`config.mk`:
```
export PLATFORM = sky130hd
export DESIGN_NAME = multicycle_controller
export DESIGN_NICKNAME = d
export VERILOG_FILES = /design/src/rtl/mc_ctrl_pkg.sv /design/src/rtl/mc_op_decode.sv /design/src/rtl/multicycle_controller.sv
export SDC_FILE = /design/constraint.sdc
export NUM_CORES = 1
export LEC_CHECK = 0
export ABC_AREA = 1
export CAP_MARGIN = 0
export CORE_AREA = 2 2 44 46
export DETAILED_ROUTE_END_ITERATION = 7
export DIE_AREA = 0 0 46 48
export GPL_ROUTABILITY_DRIVEN = 0
export PLACE_DENSITY = 0.76
export SLEW_MARGIN = 20
export SYNTH_ARGS = -nofsm -noshare
export SYNTH_HDL_FRONTEND = slang
export SYNTH_SLANG_ARGS = --single-unit
```
`constraint.sdc`:
```
create_clock -name clk -period 1.9 [get_ports clk]
set_clock_uncertainty 0.1 [all_clocks]
set_input_delay 0.38 -clock clk [delete_from_list [all_inputs] [get_ports clk]]
set_output_delay 0.38 -clock clk [all_outputs]
set_load 0.02 [all_outputs]
```
`src/rtl/mc_ctrl_pkg.sv`:
```
// Shared encodings for the multicycle RV32-subset controller: opcodes, FSM states, ALU codes.
package mc_ctrl_pkg;

    localparam logic [6:0] OP_R = 7'b0110011;
    localparam logic [6:0] OP_I = 7'b0010011;
    localparam logic [6:0] OP_B = 7'b1100011;
    localparam logic [6:0] OP_S = 7'b0100011;
    localparam logic [6:0] OP_L = 7'b0000011;

    localparam logic [3:0] ALU_ADD = 4'b0010;
    localparam logic [3:0] ALU_AND = 4'b0000;
    localparam logic [3:0] ALU_SUB = 4'b0110;

    typedef enum logic [2:0] {
        ST_FETCH  = 3'd0,
        ST_DECODE = 3'd1,
        ST_EXEC   = 3'd2,
        ST_MEM    = 3'd3,
        ST_WB     = 3'd4,
        ST_FAULT  = 3'd7
    } state_t;

    typedef enum logic [2:0] {
        CL_R,
        CL_I,
        CL_B,
        CL_S,
        CL_L
    } op_class_t;

    typedef struct packed {
        op_class_t op_class;
        logic      valid;
    } op_info_t;

endpackage

```
`src/rtl/mc_op_decode.sv`:
```
// Combinational opcode classifier feeding the controller's DECODE/EXEC/MEM steps.
module mc_op_decode
    import mc_ctrl_pkg::*;
(
    input  logic [6:0] opcode,
    output op_info_t   info
);

    always_comb begin
        info.op_class = CL_R;
        info.valid    = 1'b1;
        case (opcode)
            OP_R:    info.op_class = CL_R;
            OP_I:    info.op_class = CL_I;
            OP_B:    info.op_class = CL_B;
            OP_S:    info.op_class = CL_S;
            OP_L:    info.op_class = CL_L;
            default: info.valid    = 1'b0;
        endcase
    end

endmodule

```
`src/rtl/multicycle_controller.sv`:
```
// Multicycle sequencer for the ADD/ANDI/BNE/SH/LH datapath with memory wait-state timeout.
// Optional MC_PERF_CNT_EN adds retired-instruction and cycle counters.
module multicycle_controller
    import mc_ctrl_pkg::*;
#(
    parameter int unsigned MEM_TIMEOUT = 16
`ifdef MC_PERF_CNT_EN
    ,
    parameter int unsigned CNT_W = 32
`endif
) (
    input  logic       clk,
    input  logic       reset,
    input  logic [6:0] opcode,
    input  logic       zero,
    input  logic       mem_ready,
    output logic       mem_req,
    output logic       mem_we,
    output logic       mem_addr_sel,
    output logic       ir_write,
    output logic       pc_write,
    output logic       pc_src,
    output logic       reg_write,
    output logic       mem_to_reg,
    output logic       alu_src,
    output logic [3:0] alu_control,
    output logic       instr_done,
    output logic       illegal,
    output logic       fault,
`ifdef MC_PERF_CNT_EN
    output logic [2:0]       state,
    output logic [CNT_W-1:0] retired_cnt,
    output logic [CNT_W-1:0] cycle_cnt
`else
    output logic [2:0] state
`endif
);

    localparam int unsigned WAIT_W = (MEM_TIMEOUT > 1) ? $clog2(MEM_TIMEOUT) : 1;

    state_t             state_q;
    state_t             state_d;
    logic [WAIT_W-1:0]  wait_cnt;
    logic [WAIT_W-1:0]  wait_d;
    logic               timed_out;
    op_info_t           info;

    mc_op_decode u_dec (
        .opcode (opcode),
        .info   (info)
    );

    // A wait cycle that would bring the count to MEM_TIMEOUT ends the access in FAULT.
    assign timed_out = (MEM_TIMEOUT != 0) && (wait_cnt == WAIT_W'(MEM_TIMEOUT - 1));
    assign state     = state_q;

    always_ff @(posedge clk or posedge reset) begin
        if (reset) begin
            state_q  <= ST_FETCH;
            wait_cnt <= '0;
        end else begin
            state_q  <= state_d;
            wait_cnt <= wait_d;
        end
    end

    // Moore outputs qualified by mem_ready; gating on reset drops strobes asynchronously.
    always_comb begin
        state_d      = state_q;
        wait_d       = '0;
        mem_req      = 1'b0;
        mem_we       = 1'b0;
        mem_addr_sel = 1'b0;
        ir_write     = 1'b0;
        pc_write     = 1'b0;
        pc_src       = 1'b0;
        reg_write    = 1'b0;
        mem_to_reg   = 1'b0;
        alu_src      = 1'b0;
        alu_control  = 4'b0000;
        instr_done   = 1'b0;
        illegal      = 1'b0;
        fault        = 1'b0;
        if (!reset) begin
            alu_control = ALU_ADD;
            case (state_q)
                ST_FETCH: begin
                    mem_req = 1'b1;
                    if (mem_ready) begin
                        ir_write = 1'b1;
                        pc_write = 1'b1;
                        state_d  = ST_DECODE;
                    end else if (timed_out) begin
                        state_d = ST_FAULT;
                    end else begin
                        wait_d = wait_cnt + WAIT_W'(1);
                    end
                end
                ST_DECODE: begin
                    if (info.valid) begin
                        state_d = ST_EXEC;
                    end else begin
                        illegal = 1'b1;
                        state_d = ST_FETCH;
                    end
                end
                ST_EXEC: begin
                    case (info.op_class)
                        CL_R: state_d = ST_WB;
                        CL_I: begin
                            alu_control = ALU_AND;
                            alu_src     = 1'b1;
                            state_d     = ST_WB;
                        end
                        CL_B: begin
                            alu_control = ALU_SUB;
                            pc_src      = 1'b1;
                            pc_write    = ~zero;
                            instr_done  = 1'b1;
                            state_d     = ST_FETCH;
                        end
                        CL_S, CL_L: begin
                            alu_src = 1'b1;
                            state_d = ST_MEM;
                        end
                        default: state_d = ST_FETCH;
                    endcase
                end
                ST_MEM: begin
                    mem_req      = 1'b1;
                    mem_addr_sel = 1'b1;
                    alu_src      = 1'b1;
                    mem_we       = (info.op_class == CL_S);
                    if (mem_ready) begin
                        if (info.op_class == CL_S) begin
                            instr_done = 1'b1;
                            state_d    = ST_FETCH;
                        end else begin
                            state_d = ST_WB;
                        end
                    end else if (timed_out) begin
                        state_d = ST_FAULT;
                    end else begin
                        wait_d = wait_cnt + WAIT_W'(1);
                    end
                end
                ST_WB: begin
                    reg_write  = 1'b1;
                    mem_to_reg = (info.op_class == CL_L);
                    instr_done = 1'b1;
                    state_d    = ST_FETCH;
                end
                ST_FAULT: fault = 1'b1;
                default:  state_d = ST_FETCH;
            endcase
        end
    end

`ifdef MC_PERF_CNT_EN
    always_ff @(posedge clk or posedge reset) begin
        if (reset) begin
            retired_cnt <= '0;
            cycle_cnt   <= '0;
        end else begin
            if (state_q != ST_FAULT) cycle_cnt <= cycle_cnt + CNT_W'(1);
            if (instr_done) retired_cnt <= retired_cnt + CNT_W'(1);
        end
    end
`endif

endmodule

```
* Yosys cells after proc, flatten, opt, wreduce, memory -nomap -nowiden
Cells that the tools add are included.
** Storage, ports and cells
- Register bits after elaboration :: 7
- Input port bits :: 11
- Output and inout port bits :: 19
- Logic and storage cells :: 76
** Cells by class
- Add/sub/neg operators :: 1
- Eq/ne operators :: 15
- Multiplexer cells :: 47
- Bitwise operators :: 3
- Reduce and logical (&&, ||, !) cells :: 8
** Operators by type and width (count)
- 2-to-1 mux 1 bit :: 29
- 2-to-1 mux 3 bit :: 6
- 2-to-1 mux 4 bit :: 4
- case mux 3 bit (5 select lines) :: 1
- equality test 7 x 6 -> 1 bit, second input constant :: 2
- equality test 3 x 2 -> 1 bit, second input constant :: 4
- case mux 3 bit (2 select lines) :: 2
- case mux 3 bit (4 select lines) :: 1
- equality test 3 bit, second input constant :: 3
- equality test 7 x 2 -> 1 bit, second input constant :: 1
- equality test 7 x 5 -> 1 bit, second input constant :: 1
- equality test 7 bit, second input constant :: 1
- equality test 3 x 1 -> 1 bit, second input constant :: 2
- zero test 3 bit :: 2
- OR reduction 2 bit :: 3
- OR reduction 5 bit :: 1
- adder 4 x 1 -> 4 bit, second input constant :: 1
- equality test 4 bit, second input constant :: 1
- case mux 1 bit (2 select lines) :: 2
- NOT 1 bit :: 3
- case mux 1 bit (3 select lines) :: 1
- OR reduction 3 bit :: 1
- 2-to-1 mux 2 bit :: 1
- AND reduction 2 bit :: 1

* Depth between registers and ports, before layout
Gate-level depths: netlist (run 1).
- Word-level depth :: 7
- Mapped depth :: 10
- Depth with buffers taken out :: 10

* Modules after synthesis
A second synthesis (run 1) with hierarchy kept.
** Second synthesis, totals
- Cells, all modules :: 112
- Area, all modules :: 671.9 sq um
** By module, submodules not included
- multicycle_controller :: instances 1, cells each 96, area an instance 601.8 sq um, seq. area each 175.2 sq um
- mc_op_decode :: instances 1, cells each 16, area an instance 70.1 sq um, seq. area each 0.0 sq um

* Worst setup path after synthesis (run 1)
Ideal clock, no wire load.
- Path type :: register -> output
- Start :: reg state_q[1] (netlist: state[1])
- End :: out alu_control[2]
- Arrival time :: 1.532 ns
- Data required time :: 1.420 ns
- Path slack :: -0.112 ns
- Stages on the path, launching flop included :: 6
- Cells stage by stage :: dfrtp_1 -> inv_2 -> nor3_4 -> nand3_2 -> nor2_1 -> buf_4
** Between the ends
- Word-level cells in the longest chain between the ends :: 3
** Ends and longest elaborated chain
- start: declaration :: RTL line multicycle_controller.sv:41 : state_t state_q;
- start signal: assignment :: RTL line multicycle_controller.sv:62 : state_q <= state_d;
- equality test 3 x 2 -> 1 bit :: RTL line multicycle_controller.sv:86 : case (state_q)
- 2-to-1 mux 3 bit :: RTL line multicycle_controller.sv:86
- 2-to-1 mux 3 bit :: RTL line multicycle_controller.sv:84 : if (!reset) begin
- end: declaration :: RTL line multicycle_controller.sv:26 : output logic [3:0] alu_control,
No other way between the ends.

* Worst setup path in the final report (run 1)
- Start :: reg state_q[0] (netlist: state[0])
- End :: out alu_src
** Between the ends
- Word-level cells in the longest chain between the ends :: 3
- Elaborated cells between the ends (all ways) :: 4
- Classes of those cells :: eq/ne: 2; mux: 2
** Ends and longest elaborated chain
- equality test 3 x 2 -> 1 bit :: RTL line multicycle_controller.sv:86
- case mux 1 bit (2 select lines) * :: RTL line multicycle_controller.sv:86
- 2-to-1 mux 1 bit * :: RTL line multicycle_controller.sv:84
- end: declaration :: RTL line multicycle_controller.sv:25 : output logic alu_src,
Mark *: on every way between the ends. The rest lies on a longest branch, timed or not.

==> flow_metrics.py, run 1 <==
metrics = {
    "status": {
        "status": "finished with violations",
        "failed_checks": "setup timing",
    },
    "power": {
        "irDropWorstVdd_v": 0.000496,
        "combinationalPowerShare": 0.505,
        "power_frac_seq": 0.288,
        "pwr_density_cell_nw_per_um2": 558,
        "p_leak_nw": 0.685,
        "p_int_mw": 0.396,
        "switching_share": 0.406,
        "pwr-share-clk": 0.207,
        "p_sw_mw": 0.271,
    },
    "floorplanning": {
        "core_um2": 1690,
        "initial_core_util": 0.401,
        "die_w_um": 46,
        "row_count": 15,
        "die_area_um2": 2210,
        "pin_count": 30,
        "die_h_um": 48,
    },
    "setup_path": {
        "critical_path_class": "reg2out",
        "cp.arrival_ns": 1.43,
        "worstPathRequired_ns": 1.42,
        "end_kind": "output pin",
        "path_max_fanout": 5,
        "critPathLaunchType": "register",
    },
    "run": {
        "drv_cap": 0,
    },
    "route": {
        "antenna_left": 0,
        "vias": 878,
        "drc": 0,
        "drt_first_pass_iters": 4,
        "post_drt_wl_per_cell_um": 12.1,
        "drt-initial-drc-count": 13,
        "wl_mm": 2.14,
        "routed_via_density": 4.99,
    },
    "timing": {
        "setup_ws_ns": -0.0111,
        "fmaxAchievable_mhz": 523,
        "finalCriticalPeriod_ns": 1.91,
        "holdWs_ns": 0.289,
        "rsz0062_at_grt": "yes",
        "setup_violations": 2,
        "fin_crit_sh": 1.01,
        "finalHoldViolCount": 0,
        "slew_viol_final": 0,
    },
    "global_routing": {
        "gr-usage-all-layers": 0.210,
        "grt_overflow_total": 0,
        "grt_pass1_vias": 781,
        "grt_first_pass_wirelength_mm": 3.33,
        "grt_max_degree": 10,
        "antenna_found_initial": 0,
    },
    "cts": {
        "clkLatencyLatePin_ns": 0.26,
        "cts_sinks": 7,
        "cts_buffers": 3,
        "cts_buffer_depth": 2,
        "clkTransAtPathRegs_ns": 0.06,
        "htreeDepth": 1,
        "ctsRootBufferMaster": "clkbuf_4",
        "tritoncts": "built",
        "cts_hold_buf": 0,
    },
    "yosys": {
        "synth_area_per_cell_um2": 6.45,
        "synthCells": 105,
        "yosysSeqAreaShare": 0.259,
        "ys_types": 27,
        "yosysTopAreaCell": "dfrtp_1",
        "yosys-top-cells-area": "dfrtp_1 (26%), nand2_1 (18%), nand3_1 (7.4%), inv_1 (6.1%), nor2_1 (6.1%)",
        "netlist_area_um2": 677,
        "yosys_warnings": 0,
        "ys_ff_latch": 7,
        "yosysTopAreaCellShare": 0.259,
    },
    "place": {
        "port_buffers": 27,
        "place_ws_ns": -0.750,
        "dp_cells": 167,
        "post-dp-hpwl_mm": 1.58,
        "placedInstanceArea_um2": 1110,
    },
    "final_layout": {
        "multi_input_area_um2": 518,
        "seq_area_um2": 178,
        "drive_above_1_share": 0.503,
        "layout.cells.non_filler": 176,
        "area_delta_synth_final_pct": 76.7,
        "fin_area_um2": 1200,
        "fin_nets": 172,
        "n_antenna_cell": 0,
        "fill_cells": 125,
    },
    "hold_path": {
        "hp-class": "in2async",
    },
}
[path summary, 6_finish.rpt]
kind	depth (start not counted)	slack (ns)	from	end
min	3	0.29	reset	state[1]
max in group asynchronous	3	1.27	reset	state[2]
min in group clk	1	0.36	wait_cnt[0]	wait_cnt[0]
min reg2reg	1	0.36	wait_cnt[0]	wait_cnt[0]
max reg2reg	12	0.35	state[2]	state[2]
max	5	-0.01	state[0]	alu_src
[synth_stat cells]
cell type and instances:
nand2_1 32, inv_1 11, nor2_1 11, nand3_1 10
dfrtp_1 7, nor3_1 6, a21oi_1 3, buf_4 3
inv_2 2, nand2_2 2, nand3_2 2, a31oi_1 1
clkbuf_1 1, conb_1 1, ha_1 1, nand2_4 1
nand3b_4 1, nand4_1 1, nor2_2 1, nor3_2 1
nor3_4 1, nor3b_2 1, o211ai_1 1, o21ai_0 1
o21ai_1 1, o22ai_1 1, xor2_1 1
[per-stage QoR]
stage | utilization | total power, mW | setup TNS (ns)
2_1_floorplan | - | 0.350 | 0
3_3_place_gp | 0.655 | 0.506 | -7.17
3_5_place_dp | 0.655 | 0.511 | -7.52
4_1_cts | 0.684 | 0.644 | -0.0125
5_1_grt | 0.708 | 0.708 | -0.478
6_report | 0.708 | 0.667 | -0.0174
[layout by cell type, fill, tap and decap left out, types with 4 or more instances in the layout]
cell type	Yosys	layout
nand3_1	10	7
nand3_2	2	5
buf_4	3	31
nand2_2	2	7
dlygate4sd2_1	0	7
buf_2	0	4
clkbuf_2	0	5
inv_2	2	4
nor2_1	11	8
inv_1	11	9
dfrtp_1	7	5
nand2_1	32	26
[layer usage]
layer	part of all wire	track usage
met5	0	0
met3	0.036	0.0491
met1	0.43	0.249
met4	0.0066	0.0629
met2	0.52	0.375
[state kept, by name (all words and copies together), names as in the netlist]
| name | flops |
|---|---|
| state | 3 |
| wait_cnt | 4 |
[critical path: stages (launching register included)]
cell     delay [ns]
dfrtp_2        0.47
nor3_4         0.25
buf_4          0.15
nand2_2        0.04
a21oi_2        0.11
buf_4          0.15
[layout make-up]
class,count,share of cell area
repair buffers,53,0.337
clock buffers,3,0.0188
clock inverters,1,0.00418
well taps,17,0.0178
multi-input cells,82,0.433
inverters,13,0.0408
flip-flops and latches,7,0.149
[logic make-up (layout without fill, tap and decap cells)]
logic type / count (synthesis) / count (layout) / share of synthesized area
AND/OR/NAND/NOR: 70 / 70 / 0.527
buffers and inverters: 17 / 70 / 0.111
AO/OA/AOI/OAI: 8 / 8 / 0.0665
flip-flops: 7 / 7 / 0.259
adder cells (fa/ha/maj): 1 / 1 / 0.0185
other: 1 / 2 / 0.00554
XOR/XNOR: 1 / 1 / 0.0129
[repair_timing]
action                                  in CTS  in global routing
gates resized for setup                     87                 21
buffers inserted                             2                  3
pin swaps                                   10                 10
endpoints found under the setup margin      17                 13
[power by group through the flow]
stage / Sequential [mW] / Clock, mW / Combinational, mW
global placement: 0.187 / 0 / 0.319
floorplan: 0.202 / 0 / 0.149
detailed placement: 0.188 / 0 / 0.323
finish: 0.192 / 0.138 / 0.337
global route: 0.194 / 0.151 / 0.363
CTS: 0.189 / 0.142 / 0.313
(Power assumes the default switching activity.)
==> inputs of run 2 (changes only) <==
--- a/config.mk
+++ b/config.mk
@@ -7,5 +7,4 @@
 export LEC_CHECK = 0
 export ABC_AREA = 1
-export CAP_MARGIN = 0
 export CORE_AREA = 2 2 44 46
 export DETAILED_ROUTE_END_ITERATION = 7
==> constraint.sdc (replaced) <==
create_clock -name clk -period 1.95 [get_ports clk]
set_clock_uncertainty 0.1 [all_clocks]
set_input_delay 0.39 -clock clk [delete_from_list [all_inputs] [get_ports clk]]
set_output_delay 0.39 -clock clk [all_outputs]
set_load 0.005 [all_outputs]
==> run 2 against run 1 <==
The flow still finishes with violations (setup timing). Die area unchanged. Global-route usage increased by 4.0 points. Sequential cell count unchanged. Cell count unchanged. Setup slack got worse by 0.10 ns. Critical path depth increased by 5. Wire length increased by 20%.
==> flow_metrics.py, run 2 (same netlist as run 1, synthesis figures left out) <==
metrics = {
    "setup_path": {
        "cp.arrival_ns": 1.58,
        "critPathLaunchType": "primary input",
        "critical_path_class": "in2out",
        "worstPathRequired_ns": 1.46,
        "end_kind": "output pin",
        "timing.rr.start": "state[2]",
        "r2r_cells": 8,
        "rr_endpoint": "state[0]",
        "reg2reg_slack_ns": 0.46,
        "path_max_fanout": 3,
    },
    "final_layout": {
        "fin_nets": 172,
        "drive_above_1_share": 0.453,
        "largest_reg_flops": 4,
        "top_register": "wait_cnt",
        "final_core_util": 0.737,
        "n_antenna_cell": 0,
        "layout_commonest_cell": "nand2_1",
        "area_delta_synth_final_pct": 83.9,
        "fill_cells": 122,
        "most-common-layout-cells": "nand2_1 (27), buf_4 (21), dlygate4sd2_1 (10)",
    },
    "floorplanning": {
        "row_count": 15,
        "pin_count": 30,
        "die_area_um2": 2210,
        "die_h_um": 48,
        "core_um2": 1690,
        "die_w_um": 46,
        "initial_core_util": 0.401,
    },
    "cts": {
        "tritoncts": "built",
        "clkLatencyLatePin_ns": 0.25,
        "clkTransAtPathRegs_ns": 0.06,
        "htreeDepth": 1,
        "cts_buffer_depth": 2,
        "cts_sinks": 7,
        "cts_hold_buf": 0,
        "ctsRootBufferMaster": "clkbuf_4",
        "cts_buffers": 3,
    },
    "timing": {
        "setup_violations": 4,
        "fin_crit_sh": 1.06,
        "finalCriticalPeriod_ns": 2.07,
        "fmaxAchievable_mhz": 484,
        "slew_viol_final": 0,
        "setup_ws_ns": -0.116,
        "rsz0062_at_grt": "yes",
        "finalHoldViolCount": 0,
    },
    "route": {
        "antenna_left": 0,
        "drt-initial-drc-count": 22,
        "routed_via_density": 5.25,
        "drc": 0,
        "drt_first_pass_iters": 4,
        "vias": 924,
        "post_drt_wl_per_cell_um": 14.5,
        "wl_mm": 2.56,
    },
    "status": {
        "failed_checks": "setup timing",
        "status": "finished with violations",
    },
    "global_routing": {
        "grt_pass1_vias": 892,
        "grt_overflow_total": 0,
        "grt_max_degree": 10,
        "grt_first_pass_wirelength_mm": 3.93,
        "gr-usage-all-layers": 0.250,
        "antenna_found_initial": 0,
    },
    "power": {
        "power.total_mw": 0.633,
        "pwr_density_cell_nw_per_um2": 509,
        "irDropWorstVdd_v": 0.000425,
        "p_leak_nw": 0.720,
    },
    "place": {
        "post-dp-hpwl_mm": 1.66,
        "port_buffers": 27,
    },
    "run": {
        "drv_cap": 0,
    },
    "hold_path": {
        "hp-class": "in2async",
    },
}
-- run 2: how the worst max path moves through the flow --
stage,start,end,slack [ns],cells past startpoint
6_report,opcode[4],instr_done,-0.12,10
4_1_cts,state[2],alu_control[1],-0.07,5
2_1_floorplan,state[1],alu_control[2],0.31,5
3_3_place_gp,opcode[1],mem_we,-0.59,7
3_5_place_dp,opcode[5],mem_we,-0.61,7
5_1_grt,state[2],instr_done,-0.16,8
-- run 2: where the power goes --
part,total [mW],internal [mW],leakage (nW),switching (mW)
Combinational,0.309,0.154,0.613,0.155
Clock,0.138,0.0785,0.0150,0.0597
Sequential,0.186,0.160,0.0924,0.0259
Total,0.633,0.392,0.720,0.241
-- run 2: metal layers --
metal  global-route usage  part of all wire  vias up
li1                     -                 -      443
met2                0.453              0.53       39
met1                0.301              0.40      436
met4               0.0743             0.024        0
met5                    0                 0        -
met3               0.0453             0.049        6
-- run 2: worst max-delay path, stage by stage --
cell and delay, ns:
dlygate4sd2_1 0.25, inv_2 0.06, nand2_2 0.08, nor3_2 0.23
nand3_2 0.16, buf_6 0.15, nand3_2 0.05, nand2_1 0.05
inv_1 0.04, buf_2 0.10
-- run 2: final cells by class --
cell class / count / area, um2 / area share
Tap cell: 17 / 21.3 / 0.0171
Timing Repair Buffer: 53 / 435 / 0.350
Clock buffer: 4 / 26.3 / 0.0211
Sequential cell: 7 / 178 / 0.143
Multi-Input combinational cell: 82 / 536 / 0.430
Inverter: 13 / 48.8 / 0.0392
-- run 2: repair_timing --
| item | 4_1_cts | 5_1_grt |
|---|---|---|
| pin swaps | 8 | 9 |
| endpoints found under the setup margin | 14 | 10 |
| buffers inserted | 7 | 2 |
| gates resized for setup | 64 | 22 |
-- run 2: through the flow --
stage / hold slack, ns / TNS, ns / setup WS [ns] / cell area, um2 / cells
global placement: 0.346 / -5.35 / -0.594 / 1070 / 163
floorplan: 0.134 / 0 / 0.309 / 681 / 106
global route: 0.307 / -0.665 / -0.158 / 1240 / 176
detailed placement: 0.368 / -5.84 / -0.605 / 1070 / 163
finish: 0.292 / -0.352 / -0.116 / 1240 / 176
CTS: 0.302 / -0.112 / -0.0725 / 1180 / 174
==> edit (flow settings as in run 2) <==
Add a define of `MC_PERF_CNT_EN`.
--- a/src/rtl/multicycle_controller.sv
+++ b/src/rtl/multicycle_controller.sv
@@ -1,4 +1,6 @@
 // Multicycle sequencer for the ADD/ANDI/BNE/SH/LH datapath with memory wait-state timeout.
 // Optional MC_PERF_CNT_EN adds retired-instruction and cycle counters.
+`define MC_PERF_CNT_EN
+
 module multicycle_controller
     import mc_ctrl_pkg::*;
Function (old outputs only; new: cycle_cnt and retired_cnt): kept (equiv_simple and equiv_induct, registers matched by name and starting in step).
==> edit against run 2 <==
  * The run now fails in global placement without I/O
  * Area after synthesis rose to 7.0 times the old value
==> edit: results (changes against run 2) <==
[run_status]
status=did not finish  ; was finished, violations left
haltStage=global placement without I/O
error=[ERROR GPL-0301] Utilization 327.624 % exceeds 100%.

[synthesis]
synth.area.top_cells=dfrtp_1 37%, nand2_1 24%, nor2_1 8.3%, nand4_1 5.5%, inv_1 5.0%  ; was dfrtp_1 26%, nand2_1 18%, nand3_1 7.4%, inv_1 6.1%, nor2_1 6.1%
synth.avg_cell_area_um2=6.61  ; was 6.45 um^2
synth_area_um2=4750  ; was 677 um^2
ys_ff_latch=71  ; was 7
yosysWarnings=0  ; unchanged
ys_types=28  ; was 27
ys_seq_area_frac=0.374  ; was 0.259
synth_commonest_cells=299 x nand2_1, 105 x nor2_1, 71 x dfrtp_1  ; was 32 x nand2_1, 11 x inv_1, 11 x nor2_1
synthArstFlopShare=1.00  ; unchanged

==> edit: logic make-up after synthesis <==
logic type,share of synthesized area
AO/OA/AOI/OAI,0.0132
XOR/XNOR,0.0608
adder cells (fa/ha/maj),0.00790
buffers and inverters,0.0742
flip-flops,0.374
other,0.000789
AND/OR/NAND/NOR,0.469
